**config.mk**
```make
export PLATFORM = sky130hd
export DESIGN_NAME = iter_divider
export DESIGN_NICKNAME = d
export VERILOG_FILES = /design/src/rtl/iter_divider.sv
export SDC_FILE = /design/constraint.sdc
export NUM_CORES = 1
export LEC_CHECK = 0
export ABC_AREA = 1
export BUFFER_PORTS_ARGS = -buffer_cell sky130_fd_sc_hd__buf_4
export CAP_MARGIN = 20
export CELL_PAD_IN_SITES_DETAIL_PLACEMENT = 1
export CELL_PAD_IN_SITES_GLOBAL_PLACEMENT = 1
export CORE_MARGIN = 2
export CORE_UTILIZATION = 41
export DETAILED_ROUTE_END_ITERATION = 8
export GPL_TIMING_DRIVEN = 0
export MAX_ROUTING_LAYER = met4
export PLACE_DENSITY = 0.8
export SYNTH_ARGS = -nofsm -noshare
export SYNTH_HDL_FRONTEND = slang
export SYNTH_SLANG_ARGS = --single-unit
export TNS_END_PERCENT = 5
```
**constraint.sdc**
```tcl
create_clock -name clk -period 2.9 [get_ports clk]
set_clock_uncertainty 0.05 [all_clocks]
set_input_delay 0.145 -clock clk [delete_from_list [all_inputs] [get_ports clk]]
set_output_delay 0.145 -clock clk [all_outputs]
set_load 0.05 [all_outputs]
```
**src/rtl/iter_divider.sv**
```systemverilog
// iter_divider: sequential radix-2 restoring divider, one quotient bit per clock, start/done handshake
// Ports: clk, rst (sync, active-high); start/A/B/SIGNED request and operands (captured when idle);
// busy high in RUN/FINISH; done one-cycle result pulse; Q/R quotient/remainder and
// div_by_zero flag, all held until the next accepted start.
// Optional feature: define DIV_SIGNED_EN to honour SIGNED (two's-complement division).
module iter_divider #(
  parameter int N = 32
) (
  input  logic         clk,
  input  logic         rst,
  input  logic         start,
  input  logic [N-1:0] A,
  input  logic [N-1:0] B,
  input  logic         SIGNED,
  output logic         busy,
  output logic         done,
  output logic [N-1:0] Q,
  output logic [N-1:0] R,
  output logic         div_by_zero
);
  localparam int CW = $clog2(N) + 1;
  typedef enum logic [1:0] {IDLE, RUN, FINISH} state_t;
  state_t r_state;
  logic [CW-1:0] r_cnt;
  logic [N-1:0] r_rem, r_quo, r_div;
  logic [N:0] w_trial;
  logic [N-1:0] w_rem, w_quo, w_a_mag, w_b_mag, w_q_out, w_r_out;
  // Trial subtraction in N+1 bits: the shifted remainder can exceed N bits before the subtract.
  assign w_trial = {r_rem, r_quo[N-1]} - {1'b0, r_div};
  assign w_rem = w_trial[N] ? {r_rem[N-2:0], r_quo[N-1]} : w_trial[N-1:0];
  assign w_quo = {r_quo[N-2:0], ~w_trial[N]};
`ifdef DIV_SIGNED_EN
  logic r_neg_q, r_neg_r;
  always_ff @(posedge clk) begin
    if (rst) begin
      r_neg_q <= 1'b0;
      r_neg_r <= 1'b0;
    end else if (r_state == IDLE && start) begin
      r_neg_q <= SIGNED & (A[N-1] ^ B[N-1]);
      r_neg_r <= SIGNED & A[N-1];
    end
  end
  // -2^(N-1) has magnitude 2^(N-1) as unsigned, so the overflow case falls out naturally.
  assign w_a_mag = (SIGNED && A[N-1]) ? -A : A;
  assign w_b_mag = (SIGNED && B[N-1]) ? -B : B;
  assign w_q_out = r_neg_q ? -w_quo : w_quo;
  assign w_r_out = r_neg_r ? -w_rem : w_rem;
`else
  logic w_unused;
  assign w_unused = SIGNED;
  assign w_a_mag = A;
  assign w_b_mag = B;
  assign w_q_out = w_quo;
  assign w_r_out = w_rem;
`endif
  always_ff @(posedge clk) begin
    if (rst) begin
      r_state     <= IDLE;
      r_cnt       <= '0;
      r_rem       <= '0;
      r_quo       <= '0;
      r_div       <= '0;
      busy        <= 1'b0;
      done        <= 1'b0;
      Q           <= '0;
      R           <= '0;
      div_by_zero <= 1'b0;
    end else begin
      done <= 1'b0;
      case (r_state)
        IDLE: if (start) begin
          busy <= 1'b1;
          if (B == '0) begin
            r_state     <= FINISH;
            done        <= 1'b1;
            Q           <= '1;
            R           <= A;
            div_by_zero <= 1'b1;
          end else begin
            r_state <= RUN;
            r_cnt   <= CW'(N - 1);
            r_rem   <= '0;
            r_quo   <= w_a_mag;
            r_div   <= w_b_mag;
          end
        end
        RUN: begin
          r_rem <= w_rem;
          r_quo <= w_quo;
          r_cnt <= r_cnt - 1'b1;
          // Results are registered on the last iteration so done and Q/R appear in the FINISH cycle.
          if (r_cnt == '0) begin
            r_state     <= FINISH;
            done        <= 1'b1;
            Q           <= w_q_out;
            R           <= w_r_out;
            div_by_zero <= 1'b0;
          end
        end
        default: begin
          r_state <= IDLE;
          busy    <= 1'b0;
        end
      endcase
    end
  end
endmodule

```
After elaboration in Yosys (flattened, before gate mapping)
Index checks and enable logic that the tools add are counted.

Bits in registers: 171.

$add $sub $neg: 2. Equality and inequality tests: 5. Multiplexer cells: 32. Bitwise logic cells: 3. Reductions and logical operators: 9.

Operators by type and width (number): 32-bit two-way mux (11); 32-bit one-hot mux with 2 select lines (4); 33-bit by 32-bit subtractor with 33-bit output (1); 32-bit logical NOT (1); 6-bit two-way mux (2); 6-bit one-hot mux with 2 select lines (1); 2-bit != test (second input constant) (4); 1-bit two-way mux (7); 6-bit logical NOT (1); 2-bit two-way mux (3); 1-bit one-hot mux with 2 select lines (3); 3-bit AND reduction (2); 6-bit by 1-bit subtractor with 6-bit output (second input constant) (1); 2-bit one-hot mux with 2 select lines (1); 2-bit AND reduction (2); 4-bit AND reduction (1); 1-bit inverter (3); 2-bit by 1-bit equality test with 1-bit output (second input constant) (1); 2-bit logical NOT (1); 2-bit nonzero test (1).

Longest topological paths before layout
Gate-level depths: netlist (run 1).

Depth in word-level cells: 4. Depth in mapped cells: 19. Mapped depth without buffers: 18.

Least setup slack after synthesis (run 1)
No wires, ideal clock.

Path kind: flip-flop to flip-flop. Start point: reg r_quo[31]. End point: reg R[28]. Setup time: 0.109 ns. Arrival time: 2.085 ns. Required time: 2.741 ns. Slack: 0.656 ns. Cell stages (with the launch flop): 19. Clock period less this slack: 2.244 ns. Path through: dfxtp_1 > inv_1 > ha_1 > fa_1 > inv_1 > nand2_1 > nand2_1 > nand3_1 > nand2_1 > nand2_1 > nand2_1 > nand2_2 > nand3_1 > nand2_4 > buf_12 > nand3_2 > nand3_1 > nand2_1 > inv_1.

Word-level cells in the longest chain between the ends: 4.

Ends and longest elaborated chain: from (decl) (line 25) `logic [N-1:0] r_rem, r_quo, r_div;`; from (signal assigned) (line 83) `r_quo <= w_a_mag;`; from (signal assigned) (line 89) `r_quo <= w_quo;`; 33-bit by 32-bit subtractor with 33-bit output (line 29) `assign w_trial = {r_rem, r_quo[N-1]} - {1'b0, r_div};`; 32-bit two-way mux (line 30) `assign w_rem = w_trial[N] ? {r_rem[N-2:0], r_quo[N-1]} : w_trial[N-1:0];`; 32-bit two-way mux (line 92) `if (r_cnt == '0) begin`; 32-bit one-hot mux with 2 select lines (line 70) `case (r_state)`; to (signal assigned) (line 96) `R <= w_r_out;`; to (decl) (line 18) `output logic [N-1:0] R,`.

Every way passes these cells. The select of a mux whose other input is x is not followed. A chain may end at the register's enable or synchronous reset.

Worst setup path in the final report (run 1)
Start point: in B[29]. End point: reg r_rem[15].

Word-level cells in the longest chain between the ends: 3.

Ends and longest elaborated chain: from (decl) (line 13) `input logic [N-1:0] B,`; 32-bit logical NOT (line 73) `if (B == '0) begin`; 2-bit != test (no line); 3-bit AND reduction (no line); to (signal assigned) (line 88) `r_rem <= w_rem;`; to (decl) (line 25).

Every way passes these cells.

==> impl_metrics.csv, run 1 <==
group,metric,value,unit
cells_and_area,syn_to_final_growth,22.7,%
global_route,antenna_found_initial,0,
drt,drt_wl_total,37400,um
synthesis,syn_nets,1714,
clock_network,cts_made_buffers,17,
synthesis,synthArstFlopShare,0,%
drt,wl_met1,17100,um
synthesis,yosys_warnings,0,
sta,rsz0062_at_grt,"false",
hold_path,worst_hold_path_type,"primary input to flip-flop",
cells_and_area,multi_input_area,0.00546,mm2
sta,fmax,366,MHz
drt,drtPass1Iterations,7,
sta,whs,0.0250,ns
critical_path,cpMostUsedCell,"nand2_1",
die,die_h,163,um
critical_path,max_stage_delay,0.54,ns
critical_path,path_cells,"dlygate4sd3_1 > buf_4 > nor2_1 > nand2_1 > nor3_1 > nand3_1 > nor2_1 > a21oi_1 > inv_1 > clkbuf_1 > nand2_1 > nand3_1 > nand2_1 > inv_1",
drt,wire_per_inst,17.5,um
clock_network,postCtsSetupRepairBufs,0,
synthesis,synth_seq_cells,171,
cells_and_area,seq_area,0.00342,mm2
cells_and_area,drive_gt1_share,15.1,%
die,die_area,0.0266,mm2
clock_network,root_buffer,"clkbuf_16",
critical_path,crit_fanout,10,
synthesis,syn_avg_cell_area,6.43,um2
cells_and_area,final_cell_mix,"430 x nand2_1, 287 x inv_1, 189 x nor2_1",
sta,slew_viol_final,0,
critical_path,cpMaxStageDelayCell,"dlygate4sd3_1",
power_and_ir_drop,p_per_area,653,mW/mm2
synthesis,yosysTopAreaCellShare,33.0,%
synthesis,ys_types,36,
drt,vias_per_cell,5.07,
die,pin_count,135,
drt,vias,10800,
drt,dr.max_layer_used,"met4",
power_and_ir_drop,p_total,8.30,mW
drt,drt_iter0_drc,456,
sta,setup_slack,0.169,ns
sta,worstMarginPinSlew,0.871,ns
placement,place_ws,0.128,ns
synthesis,synth_edf_count,0,
critical_path,end_kind,"flip-flop",
die,core-area,0.0250,mm2
synthesis,syn_area,0.0104,mm2
placement,post-place-cells,2074,
cells_and_area,layoutNonFillerInstCount,2137,
die,initial_core_util,41.5,%
synthesis,yosys-top-cells-area,"dfxtp_1 33%, nand2_1 16%, inv_1 10%",
critical_path,worstPathArrival,3.07,ns
synthesis,ys_seq_area_share,33.0,%
sta,layout_worst_path_cycle_share,94.2,%
cells_and_area,fillCellCount,3389,
global_route,grt_pass1_vias,11000,
global_route,grt_overflow,0,
global_route,grt_pass1_wl,58800,um
power_and_ir_drop,vdd_drop_max,0.369,mV
drt,drcViolationCount,0,
synthesis,syn_inst,1611,
placement,place_congestion,0.917,
sta,fin_crit,2.73,ns
sta,hold_violations,0,
clock_network,htree_num_levels,4,
drt,dr_wl_met2,18300,um
critical_path,path_class,"primary input to flip-flop",
critical_path,start_kind,"primary input",
sta,setup_viol,0,
drt,wl_met3,1130,um
drt,ant_nets,0,
die,die_w,163,um
power_and_ir_drop,leakagePower,6.96,nW
cells_and_area,layout_commonest_cell,"nand2_1",
cells_and_area,nets,1897,
synthesis,ys.flop_type,"dfxtp_1",
sta,maxSlewHeadroom,41.9,%
clock_network,tritoncts,"built",
global_route,track_usage,29.5,%
job,cap_violations,0,
clock_network,cts.sinks,171,
placement,port_buffers,133,
run_status,status,"finished clean",
global_route,grt_max_degree,20,
clock_network,clk_latency,0.44,ns
clock_network,cts_buffer_depth,2,
cells_and_area,n_antenna_cell,0,
sta,fin_tns_setup,0,ns
synthesis,yosys.area.top_type,"dfxtp_1",
die,num_rows,58,
placement,hpwl,29700,um
critical_path,cp.required,3.24,ns
clock_network,clk_pin_slew,0.08,ns
-- final timing paths --
| check | depth (start not counted) | slack, ns | to | start |
|---|---|---|---|---|
| worst max-delay path | 14 | 0.17 | r_rem[15] | B[29] |
| worst min register to register | 2 | 0.41 | r_div[19] | r_div[19] |
| worst max register to register | 19 | 0.22 | R[23] | r_quo[31] |
| worst min-delay path | 4 | 0.03 | r_quo[2] | A[2] |
-- cell usage after synthesis (24+ instances only) --
cell type,instances
nand3_1,141
clkbuf_1,36
o22ai_1,24
nand2_1,432
inv_1,287
nor2_1,189
ha_1,34
a21oi_1,62
dfxtp_1,171
o211a_1,29
o21ai_0,48
nand3_2,49
-- final cells by class --
type,instances,share of cell area (%)
Sequential cell,171,26.9
Tap cell,330,3.25
Timing Repair Buffer,164,10.3
Inverter,294,8.68
Clock buffer,18,3.38
Buffer,68,3.12
Multi-Input combinational cell,1078,43.0
Clock inverter,14,1.40
-- timing repair --
action                                  CTS  global route
resized for setup                         0             6
hold buffers                             31             0
hold endpoints to repair                 31             0
endpoints found under the setup margin    0            63
-- kinds of logic (layout without fill, tap and decap cells) --
kind of cell / after synthesis / count (layout) / share of synthesized area, %
AO/OA/AOI/OAI: 166 / 166 / 9.78
XOR/XNOR: 17 / 17 / 1.44
adder cells (fa/ha/maj): 35 / 35 / 4.30
buffers and inverters: 362 / 558 / 14.4
flip-flops: 171 / 171 / 33.0
AND/OR/NAND/NOR: 860 / 860 / 37.0
-- per-layer routing --
metal  vias to the layer above  global-route usage, %
li1                       5394                      -
met3                        49                   3.23
met5                         -                      -
met2                       205                   50.5
met1                      5185                   36.7
met4                         0                   8.77
-- sequential cells by signal, summed over array words and instances (netlist names) --
signal,flops
Q,32
R,32
r_div,32
r_quo,32
r_rem,32
r_cnt,6
r_state,2
busy,1
div_by_zero,1
done,1
-- stage by stage --
step                      utilization [%]  instance area (um2)
after global routing                 50.9                12700
after CTS                            50.8                12700
after detailed placement             47.2                11800
after global placement               47.2                11800
final                                50.9                12700
after floorplan                         -                10400
-- critical path: cells and delay by family --
kind | cells | cell delay, ns
AO/OA/AOI/OAI | 1 | 0.14
buffers and inverters | 5 | 1.39
AND/OR/NAND/NOR | 8 | 1.38
-- where the power goes --
part	internal (mW)	switching [mW]
logic	0.920	2.17
clock network	1.17	1.20
registers	2.66	0.188
total	4.75	3.56
Power figures use the tool's default switching activity.
==> run 2, diff against run 1 <==
--- a/config.mk
+++ b/config.mk
@@ -10,12 +10,13 @@
 export CAP_MARGIN = 20
 export CELL_PAD_IN_SITES_DETAIL_PLACEMENT = 1
 export CELL_PAD_IN_SITES_GLOBAL_PLACEMENT = 1
-export CORE_MARGIN = 2
-export CORE_UTILIZATION = 41
+export CORE_MARGIN = 5
+export CORE_UTILIZATION = 42
+export CTS_BUF_LIST = sky130_fd_sc_hd__clkbuf_2
 export DETAILED_ROUTE_END_ITERATION = 8
 export GPL_TIMING_DRIVEN = 0
 export MAX_ROUTING_LAYER = met4
-export PLACE_DENSITY = 0.8
+export PLACE_DENSITY = 0.82
 export SYNTH_ARGS = -nofsm -noshare
 export SYNTH_HDL_FRONTEND = slang
 export SYNTH_SLANG_ARGS = --single-unit
==> run 2 against run 1 <==
Compared with the run above:
- non-clock buffer count rose by 57
- first-iteration DRC count rose by 16%
- die area increased by 5.1%
- critical path depth down 6
- cell area is 1.7% higher
- power shrank 10%
- wire length grew 4.5%
- critical endpoint is now r_quo[27]
- largest cell class unchanged
==> impl_metrics.csv, run 2 (same netlist as run 1, synthesis figures left out) <==
group,metric,value,unit
cells_and_area,layout_commonest_cell,"nand2_1",
sta,fin_crit,2.80,ns
sta,rsz0062_at_grt,"true",
drt,vias,11100,
critical_path,worstPathArrival,3.52,ns
cells_and_area,drive_gt1_share,14.6,%
power_and_ir_drop,p_per_area,576,mW/mm2
placement,port_buffers,133,
global_route,antenna_found_initial,1,
die,num_rows,57,
clock_network,cts_buffer_depth,2,
cells_and_area,nets,1954,
power_and_ir_drop,vdd_drop_max,0.326,mV
placement,hpwl,30300,um
placement,place_congestion,0.935,
sta,hold_violations,0,
global_route,grt_pass1_wl,61500,um
die,die_h,167,um
clock_network,cts_made_buffers,17,
die,die_area,0.0279,mm2
cells_and_area,multi_input_area,0.00545,mm2
global_route,track_usage,28.4,%
die,core-area,0.0243,mm2
cells_and_area,seq_area,0.00342,mm2
critical_path,start_kind,"flip-flop",
power_and_ir_drop,leakagePower,7.07,nW
die,pin_count,135,
clock_network,clk_pin_slew,0.33,ns
clock_network,htree_num_levels,4,
drt,wire_per_inst,17.9,um
sta,fmax,357,MHz
global_route,grt_max_degree,20,
cells_and_area,syn_to_final_growth,24.8,%
global_route,grt_overflow,0,
die,initial_core_util,42.6,%
sta,whs,0.120,ns
placement,post-place-cells,2068,
clock_network,clk_latency,0.80,ns
sta,maxSlewHeadroom,52.3,%
drt,ant_nets,0,
critical_path,cp.required,3.62,ns
sta,worstMarginPinSlew,0.716,ns
run_status,status,"finished clean",
sta,fin_tns_setup,0,ns
job,cap_violations,0,
clock_network,cts.sinks,171,
sta,slew_viol_final,0,
drt,drcViolationCount,0,
die,die_w,167,um
sta,setup_viol,0,
clock_network,root_buffer,"clkbuf_2",
drt,vias_per_cell,5.05,
cells_and_area,final_cell_mix,"431 x nand2_1, 287 x inv_1, 188 x nor2_1",
cells_and_area,layoutNonFillerInstCount,2189,
sta,layout_worst_path_cycle_share,96.5,%
global_route,grt_pass1_vias,11500,
critical_path,crit_fanout,10,
critical_path,end_kind,"flip-flop",
clock_network,tritoncts,"built",
drt,drt_wl_total,39100,um
drt,drt_iter0_drc,529,
clock_network,postCtsSetupRepairBufs,0,
cells_and_area,fillCellCount,3276,
hold_path,worst_hold_path_type,"primary input to flip-flop",
drt,drtPass1Iterations,5,
critical_path,path_class,"flip-flop to flip-flop",
[run 2: cell count changes in the layout (fill, tap and decap cells not counted), moves of 2 or more]
cell / delta
clkbuf_2: +18
inv_6: -2
clkbuf_16: -17
nand3_2: -3
clkinv_4: +2
dlygate4sd3_1: +57
nand3_1: +3
[run 2: path summary, 6_finish.rpt]
kind	startpoint	end	slack (ns)	cells past startpoint
setup reg to reg	r_state[0]	r_quo[27]	0.10	8
setup / recovery	r_state[0]	r_quo[27]	0.10	8
hold / removal	B[21]	r_div[21]	0.12	4
hold reg to reg	r_cnt[0]	r_cnt[0]	0.43	1
[run 2: through the flow]
stage               power, mW  area, um2  utilization, %  setup slack [ns]
floorplan                4.92      10400               -             0.656
global placement         5.84      11800            48.4             0.177
detailed placement       5.92      11800            48.4            0.0986
CTS                      7.42      12900            53.1            0.0583
global route             7.88      12900            53.2           -0.0675
finish                   7.45      12900            53.2             0.101
[run 2: layout make-up]
type | count | share of cell area [%]
inverters | 294 | 8.54
multi-input cells | 1078 | 42.2
clock buffers | 18 | 0.697
well taps | 324 | 3.14
flip-flops and latches | 171 | 26.5
repair buffers | 221 | 14.5
diodes | 1 | 0.0194
plain buffers | 68 | 3.04
clock inverters | 14 | 1.37
[run 2: what timing repair did]
action	CTS	global route
setup endpoints to repair	0	52
hold buffers	88	0
hold endpoints to repair	110	0
resized for setup	0	4
[run 2: report_power, final]
part / switching, mW / total (mW) / internal, mW
Combinational: 2.21 / 3.21 / 0.998
Clock: 1.07 / 1.38 / 0.307
Sequential: 0.195 / 2.86 / 2.66
Total: 3.48 / 7.45 / 3.97
[run 2: metal layers]
layer  global-route usage [%]  up-vias  routed length [um]
li1                         -     5485                   -
met1                     33.9     5304               17100
met2                     50.2      223               19600
met3                     4.05       43                1530
met4                     7.54        0                 845
met5                        -        -                   0
[run 2: critical path, cell delays in order (launching register included)]
cell and delay (ns):
dfxtp_1 0.43, inv_1 0.08, nor2_1 0.24, clkbuf_1 0.56, clkbuf_1 0.49, nand2_1 0.13, nand3_1 0.11, o211a_1 0.15
dlygate4sd3_1 0.54
==> run 3, diff against run 2 <==
--- a/config.mk
+++ b/config.mk
@@ -11,12 +11,12 @@
 export CELL_PAD_IN_SITES_DETAIL_PLACEMENT = 1
 export CELL_PAD_IN_SITES_GLOBAL_PLACEMENT = 1
 export CORE_MARGIN = 5
-export CORE_UTILIZATION = 42
+export CORE_UTILIZATION = 38
 export CTS_BUF_LIST = sky130_fd_sc_hd__clkbuf_2
 export DETAILED_ROUTE_END_ITERATION = 8
 export GPL_TIMING_DRIVEN = 0
 export MAX_ROUTING_LAYER = met4
-export PLACE_DENSITY = 0.82
+export PLACE_DENSITY = 0.78
 export SYNTH_ARGS = -nofsm -noshare
 export SYNTH_HDL_FRONTEND = slang
 export SYNTH_SLANG_ARGS = --single-unit
==> constraint.sdc (replaced) <==
create_clock -name clk -period 2.3 [get_ports clk]
set_clock_uncertainty 0.05 [all_clocks]
set_input_delay 0.115 -clock clk [delete_from_list [all_inputs] [get_ports clk]]
set_output_delay 0.115 -clock clk [all_outputs]
set_load 0.05 [all_outputs]
==> run 3 against run 2 <==
Compared with the run above:
- the flow now finishes with violations (setup timing)
- utilization is 1.7 points lower
- register-to-register slack worse by 0.28 ns
- die area is 9.9% higher
- clock power is 22% higher
- power is 30% higher
- flip-flop and latch count stayed put
- fmax is 13% higher
- cell area is 7.0% higher
- critical endpoint is now R[12]
- largest cell class unchanged
==> impl_metrics.csv, run 3 (same netlist as run 1, synthesis figures left out) <==
group,metric,value,unit
clock_network,clk_latency,0.82,ns
cells_and_area,drive_gt1_share,23.5,%
sta,layout_worst_path_cycle_share,108,%
critical_path,reg2reg_from,"r_rem[2]",
die,core-area,0.0269,mm2
die,num_rows,60,
critical_path,r2r_slack,-0.18,ns
global_route,antenna_found_initial,1,
global_route,track_usage,26.1,%
critical_path,end_kind,"flip-flop",
global_route,met2_usage,45.5,%
critical_path,worstPathArrival,3.18,ns
sta,setup_slack,-0.181,ns
power_and_ir_drop,leakagePower,7.26,nW
critical_path,crit_fanout,6,
power_and_ir_drop,vdd_drop_max,0.439,mV
drt,drtPass1Iterations,5,
sta,setup_viol,63,
clock_network,tritoncts,"built",
global_route,grt_pass1_vias,11600,
placement,place_congestion,0.913,
run_status,violations,"setup timing",
critical_path,rr_endpoint,"R[12]",
clock_network,cts_made_buffers,17,
global_route,use_met1,32.2,%
clock_network,cts.sinks,171,
die,die_w,175,um
drt,ant_nets,0,
die,die_h,175,um
sta,hold_violations,0,
job,cap_violations,0,
cells_and_area,final_cell_mix,"405 x nand2_1, 276 x inv_1, 182 x nor2_1",
hold_path,hold_depth,4,
critical_path,crit_path_end,"R[12]",
global_route,met3_usage,2.66,%
critical_path,start_kind,"flip-flop",
run_status,status,"complete, but fails checks",
hold_path,worst_hold_path_type,"primary input to flip-flop",
sta,fin_crit,2.48,ns
clock_network,cts_buffer_depth,2,
power_and_ir_drop,p_per_area,699,mW/mm2
global_route,grt-busiest-layer,"met2",
die,initial_core_util,38.6,%
global_route,grt_overflow,0,
critical_path,critPathLaunch,"r_rem[2]",
die,pin_count,135,
cells_and_area,nets,1959,
clock_network,htree_num_levels,4,
drt,drcViolationCount,0,
global_route,grt_max_degree,19,
sta,rsz0062_at_grt,"true",
critical_path,r2r_cells,16,
placement,port_buffers,133,
global_route,grt_pass1_wl,61700,um
drt,drt_wl_total,40800,um
sta,worstMarginPinSlew,0.773,ns
power_and_ir_drop,p_total,9.66,mW
sta,fmax,403,MHz
drt,vias,11100,
drt,wire_per_inst,18.5,um
sta,maxSlewHeadroom,48.5,%
sta,slew_viol_final,0,
cells_and_area,design_area,0.0138,mm2
drt,drt_iter0_drc,582,
placement,placed_area,0.0118,mm2
cells_and_area,syn_to_final_growth,33.4,%
clock_network,root_buffer,"clkbuf_2",
placement,hpwl,30200,um
drt,vias_per_cell,5.03,
critical_path,path_class,"flip-flop to flip-flop",
clock_network,clk_pin_slew,0.31,ns
die,die_area,0.0307,mm2
critical_path,cp.required,3.00,ns
cells_and_area,layout_commonest_cell,"nand2_1",
## run 3: changes by cell type in the layout (fill, tap and decap cells not counted), moves of 14 or more
cell / previous run / this run
nand3_1: 141 / 115
dfxtp_1: 170 / 130
nand2_1: 431 / 405
buf_4: 143 / 157
nand3_2: 49 / 65
dfxtp_2: 1 / 33
ha_1: 34 / 6
ha_4: 0 / 23
nand2_2: 9 / 26
dlygate4sd3_1: 88 / 74
## run 3: per-stage QoR
step	setup TNS, ns	utilization, %	hold slack (ns)	cells	setup slack, ns
finish	-3.94	51.4	0.0486	2210	-0.181
global route	-11.00	51.4	0.0389	2210	-0.270
CTS	-4.44	49.6	0.0475	2202	-0.111
detailed placement	-37.70	43.9	0.366	2085	-0.468
global placement	-27.46	43.9	0.359	2085	-0.405
floorplan	0	-	0.229	1611	0.0557
## run 3: cell type report
| cell class | count | area, um2 |
|---|---|---|
| Tap cell | 341 | 427 |
| Buffer | 68 | 420 |
| Fill cell | 3552 | 13100 |
| Sequential cell | 171 | 3490 |
| Clock buffer | 17 | 85.1 |
| Inverter | 294 | 1100 |
| Antenna cell | 1 | 2.50 |
| Multi-Input combinational cell | 1078 | 6180 |
| Timing Repair Buffer | 226 | 1960 |
| Clock inverter | 14 | 155 |
## run 3: worst min-delay path by stage
stage               start        end  slack, ns
global route        B[16]  r_div[16]       0.04
finish              B[16]  r_div[16]       0.05
floorplan            B[0]   r_div[0]       0.23
CTS                 B[11]  r_div[11]       0.05
detailed placement   B[4]   r_div[4]       0.37
global placement     B[4]   r_div[4]       0.36
## run 3: power breakdown
group / switching (mW) / total [mW] / leakage [nW] / internal [mW]
clock: 1.32 / 1.68 / 0.139 / 0.354
sequential: 0.246 / 3.60 / 1.42 / 3.36
combinational: 2.96 / 4.38 / 5.70 / 1.42
total: 4.53 / 9.66 / 7.26 / 5.14
## run 3: routing by layer
layer  up-vias  part of all wire [%]
li1       5509                     -
met1      5345                    44
met2       219                    51
met3        52                   3.7
met4         0                   2.0
met5         -                     0
## run 3: what timing repair did
action | 4_1_cts | 5_1_grt
setup buffers | 11 | 5
pin swaps | 15 | 10
endpoints found under the setup margin | 66 | 98
gates resized for setup | 96 | 112
hold buffers | 74 | 0
gates cloned | 1 | 2
endpoints found under the hold margin | 103 | 0
## run 3: critical path, cell delays in order (launching register included)
cell and delay (ns):
dfxtp_1 0.49, ha_2 0.34, or2_1 0.27, nand3_2 0.09, nand2_2 0.07, nand2_2 0.08
nand2_4 0.06, nand2_4 0.09, nand2_4 0.06, nand2_4 0.08, nand2_8 0.10, buf_12 0.15
buf_12 0.13, nand3_2 0.07, nand3_1 0.13, nand2_1 0.11, inv_1 0.04
